--- config.mk ---
export PLATFORM = sky130hd
export DESIGN_NAME = ha_serial_adder_ctrl
export DESIGN_NICKNAME = d
export VERILOG_FILES = /design/src/rtl/ha_serial_adder_ctrl.sv
export SDC_FILE = /design/constraint.sdc
export NUM_CORES = 1
export LEC_CHECK = 0
export CELL_PAD_IN_SITES_DETAIL_PLACEMENT = 1
export CELL_PAD_IN_SITES_GLOBAL_PLACEMENT = 2
export CORE_AREA = 2 2 68 70
export DETAILED_ROUTE_END_ITERATION = 10
export DIE_AREA = 0 0 70 72
export PLACE_DENSITY_LB_ADDON = 0.1
export SYNTH_ARGS = -nofsm -noshare
export SYNTH_HDL_FRONTEND = slang
export SYNTH_SLANG_ARGS = --single-unit
--- constraint.sdc ---
create_clock -name clk -period 4.54 [get_ports clk]
set_clock_uncertainty 0.2 [all_clocks]
set_input_delay 0.454 -clock clk [delete_from_list [all_inputs] [get_ports clk]]
set_output_delay 0.454 -clock clk [all_outputs]
set_load 0.02 [all_outputs]
--- src/rtl/ha_serial_adder_ctrl.sv ---
// Bit-serial adder sequencer: one full-adder cell (two half adders + OR) reused over WIDTH cycles.
// Optional signed-overflow output enabled by defining SERIAL_ADD_OVF_EN.

module ha_half_adder (
  input  logic x,
  input  logic y,
  output logic s,
  output logic c
);
  assign s = x ^ y;
  assign c = x & y;
endmodule

module ha_serial_adder_ctrl #(
  parameter int WIDTH = 8
) (
  input  logic             clk,
  input  logic             rst,
  input  logic             start,
  input  logic [WIDTH-1:0] a,
  input  logic [WIDTH-1:0] b,
  output logic             busy,
  output logic             done,
  output logic [WIDTH-1:0] sum,
  output logic             carry_out
`ifdef SERIAL_ADD_OVF_EN
  ,
  output logic             ovf
`endif
);

  localparam int CNT_W = (WIDTH > 1) ? $clog2(WIDTH) : 1;

  typedef enum logic [1:0] {
    S_IDLE  = 2'd0,
    S_SHIFT = 2'd1,
    S_DONE  = 2'd2
  } state_t;

  state_t             state;
  state_t             state_next;
  logic [WIDTH-1:0]   a_sh;
  logic [WIDTH-1:0]   b_sh;
  logic [WIDTH-1:0]   sum_q;
  logic [CNT_W-1:0]   cnt;
  logic               carry_q;
  logic               carry_out_q;
  logic               busy_q;
  logic               done_q;
  logic               last_bit;

  logic               ha0_s;
  logic               ha0_c;
  logic               cell_sum;
  logic               ha1_c;
  logic               cell_carry;

  // Shared full-adder cell built from two half adders.
  ha_half_adder u_ha0 (
    .x (a_sh[0]),
    .y (b_sh[0]),
    .s (ha0_s),
    .c (ha0_c)
  );

  ha_half_adder u_ha1 (
    .x (ha0_s),
    .y (carry_q),
    .s (cell_sum),
    .c (ha1_c)
  );

  assign cell_carry = ha0_c | ha1_c;
  assign last_bit   = (cnt == CNT_W'(WIDTH - 1));

  always_comb begin
    state_next = state;
    case (state)
      S_IDLE:  if (start) state_next = S_SHIFT;
      S_SHIFT: if (last_bit) state_next = S_DONE;
      S_DONE:  state_next = S_IDLE;
      default: state_next = S_IDLE;
    endcase
  end

`ifdef SERIAL_ADD_OVF_EN
  logic ovf_q;

  always_ff @(posedge clk) begin
    if (rst) begin
      ovf_q <= 1'b0;
    end else if (state == S_IDLE && start) begin
      ovf_q <= 1'b0;
    end else if (state == S_SHIFT && last_bit) begin
      // Carry into the MSB differs from carry out of it => signed overflow.
      ovf_q <= carry_q ^ cell_carry;
    end
  end

  assign ovf = ovf_q;
`endif

  always_ff @(posedge clk) begin
    if (rst) begin
      state       <= S_IDLE;
      a_sh        <= '0;
      b_sh        <= '0;
      sum_q       <= '0;
      cnt         <= '0;
      carry_q     <= 1'b0;
      carry_out_q <= 1'b0;
      busy_q      <= 1'b0;
      done_q      <= 1'b0;
    end else begin
      state  <= state_next;
      busy_q <= (state_next == S_SHIFT);
      done_q <= (state_next == S_DONE);
      case (state)
        S_IDLE: begin
          if (start) begin
            a_sh        <= a;
            b_sh        <= b;
            sum_q       <= '0;
            cnt         <= '0;
            carry_q     <= 1'b0;
            carry_out_q <= 1'b0;
          end
        end
        S_SHIFT: begin
          sum_q   <= {cell_sum, sum_q[WIDTH-1:1]};
          carry_q <= cell_carry;
          a_sh    <= a_sh >> 1;
          b_sh    <= b_sh >> 1;
          cnt     <= last_bit ? '0 : cnt + CNT_W'(1);
          // Load carry_out on the final step so it is valid together with done.
          if (last_bit) carry_out_q <= cell_carry;
        end
        default: begin
        end
      endcase
    end
  end

  assign busy      = busy_q;
  assign done      = done_q;
  assign sum       = sum_q;
  assign carry_out = carry_out_q;

endmodule

==> flow_metrics.tcl <==
set metrics [dict create \
    setup_viol 0 \
    ys_types 27 \
    viasPerCell 5.12 \
    num_rows 24 \
    cts_setup_buffers 0 \
    end_kind "flop" \
    grt_pass1_wl_um 5450 \
    track_usage 0.139 \
    grt_pass1_vias 1161 \
    clock_sinks 33 \
    htree_levels 2 \
    rsz0062_at_grt "false" \
    wl_per_cell_um 15.0 \
    synth_nets 156 \
    avgSynthCellArea_um2 10.4 \
    power_density_mw_per_mm2 402 \
    p_leak_nw 0.683 \
    drive_above_1_share 0.117 \
    rrSetupSlack_ns 2.10 \
    min_period_ns 2.44 \
    syn_inst 134 \
    dr.pass1.iters 4 \
    cts_tree "yes" \
    gp_congestion 0.671 \
    syn-cell-area_mm2 0.00139 \
    nets 183 \
    drv_slew 0 \
    yosysSeqAreaShare 0.476 \
    crit_type "flop to flop" \
    peakVddDrop_mv 0.154 \
    synth_async_sr_flop_share 0 \
    synth-seq-cells 33 \
    ant_nets 0 \
    clk_latency_ns 0.29 \
    cp-start-kind "flop" \
    io_pins 30 \
    numPortBuffers 29 \
    arrival_ns 2.45 \
    run_status "complete, no violations" \
    yosysMostFrequentCell "dfxtp_1" \
    synth_top_area_cell "dfxtp_1" \
    die-height_um 72 \
    antenna_found_initial 0 \
    maxSlewHeadroom 0.300 \
    required_ns 4.55 \
    synthTopCellsByCount "dfxtp_1, nor2_1, mux2i_1" \
    ys_top_cells_by_area "dfxtp_1, mux2i_1, a211oi_2, nor2_1, a22oi_1" \
    stdcell_area_mm2 0.00181 \
    synth_edf_count 0 \
    tightest_slew_ns 1.05 \
    tns_ns 0 \
    hold_viol_final 0 \
    grt_max_degree 34 \
    cts-buffers-inserted 5 \
    finish.utilization 0.425 \
    fmax_mhz 411 \
    drc_errors 0 \
    core_mm2 0.00426 \
    design.die.area_mm2 0.00504 \
    worstPathMaxFanout 29 \
    dpl.hpwl_um 2140 \
    vias 1096 \
    post_cts_resize_count 0 \
    ctsHoldBuffers 0 \
    fin_crit_sh 0.536 \
    wl_um 3210 \
    holdWs_ns 0.292 \
    yosys_most_used_dff "dfxtp_1" \
    drt_iter0_drc 54 \
    start_util 0.326 \
    cts_root_buf "clkbuf_8" \
    grt-ovfl-total 0 \
    diodes 0 \
    min_path_type "flop to flop" \
    drv_cap 0 \
    area_delta_synth_final_pct 30.5 \
    dieWidth_um 70 \
    netlist.area_leader.share 0.476 \
    clk_pin_slew_ns 0.06 \
    yosys_warnings 0 \
    place_area_mm2 0.00168 \
    clockBufferDepth 2 \
]
## worst max-delay path, stage by stage (launching register included)
cell and delay (ns):
dfxtp_1 1.01, o21ba_2 0.72, nand3_1 0.23, a21oi_1 0.20
## metal layers
| layer | vias up | GRT usage | part of all wire | wire (um) |
|---|---|---|---|---|
| met1 | 524 | 0.168 | 0.44 | 1410 |
| met5 | - | 0 | 0 | 0 |
| met4 | 0 | 0.0897 | 0.039 | 124 |
| li1 | 533 | - | - | - |
| met2 | 27 | 0.218 | 0.47 | 1520 |
| met3 | 12 | 0.0431 | 0.049 | 156 |
## layout by cell type, fill, tap and decap left out, types with 2 or more instances in the layout
cell type and instances:
dfxtp_1 33, nor2_1 26, a22oi_1 12, clkdlybuf4s50_1 29, ha_1 2, a211oi_2 8, nor3_1 2, a211oi_1 6
nand2_1 4, bufinv_16 2, and3b_1 2, a21oi_1 3, mux2i_1 14, clkbuf_8 5
## final cells by class
cell class	count	area (um^2)
sequential	33	661
multi-input combinational	90	651
clock inverter	3	65.1
fill	489	2450
timing repair buffer	30	298
tap	52	65.1
inverter	1	3.75
clock buffer	5	68.8
## power breakdown
part           internal, mW  leakage (nW)  switching [mW]
registers             0.305         0.271          0.0151
clock network         0.218        0.0681           0.108
logic                0.0412         0.344          0.0396
## stage by stage
stage,cells,setup WS (ns),power [mW]
after floorplan,134,3.05,0.382
final,214,2.10,0.728
after global routing,214,1.91,0.761
after global placement,206,2.20,0.405
after detailed placement,206,2.14,0.409
after CTS,214,2.07,0.740
## final timing paths
| check | cells past startpoint | start | to |
|---|---|---|---|
| setup / recovery | 3 | state[0] | cnt[1] |
| hold / removal | 2 | cnt[1] | cnt[1] |
| setup reg to reg | 3 | state[0] | cnt[1] |
| hold reg to reg | 2 | cnt[1] | cnt[1] |
## state kept, by name (all words and copies together) (netlist names)
| signal | cells |
|---|---|
| sum | 8 |
| carry_q | 1 |
| carry_out | 1 |
| done | 1 |
| b_sh | 8 |
| cnt | 3 |
| a_sh | 8 |
| busy | 1 |
| state | 2 |
## kinds of logic (layout without fill, tap and decap cells)
group	after synthesis	after routing	synth area share
and+or+nand+nor	41	41	0.135
DFF	33	33	0.476
AOI/OAI and AO/OA	32	32	0.200
muxes	14	14	0.101
buffers and inverters	11	39	0.0559
adders and majority gates	3	3	0.0324
Power figures use the tool's default switching activity.
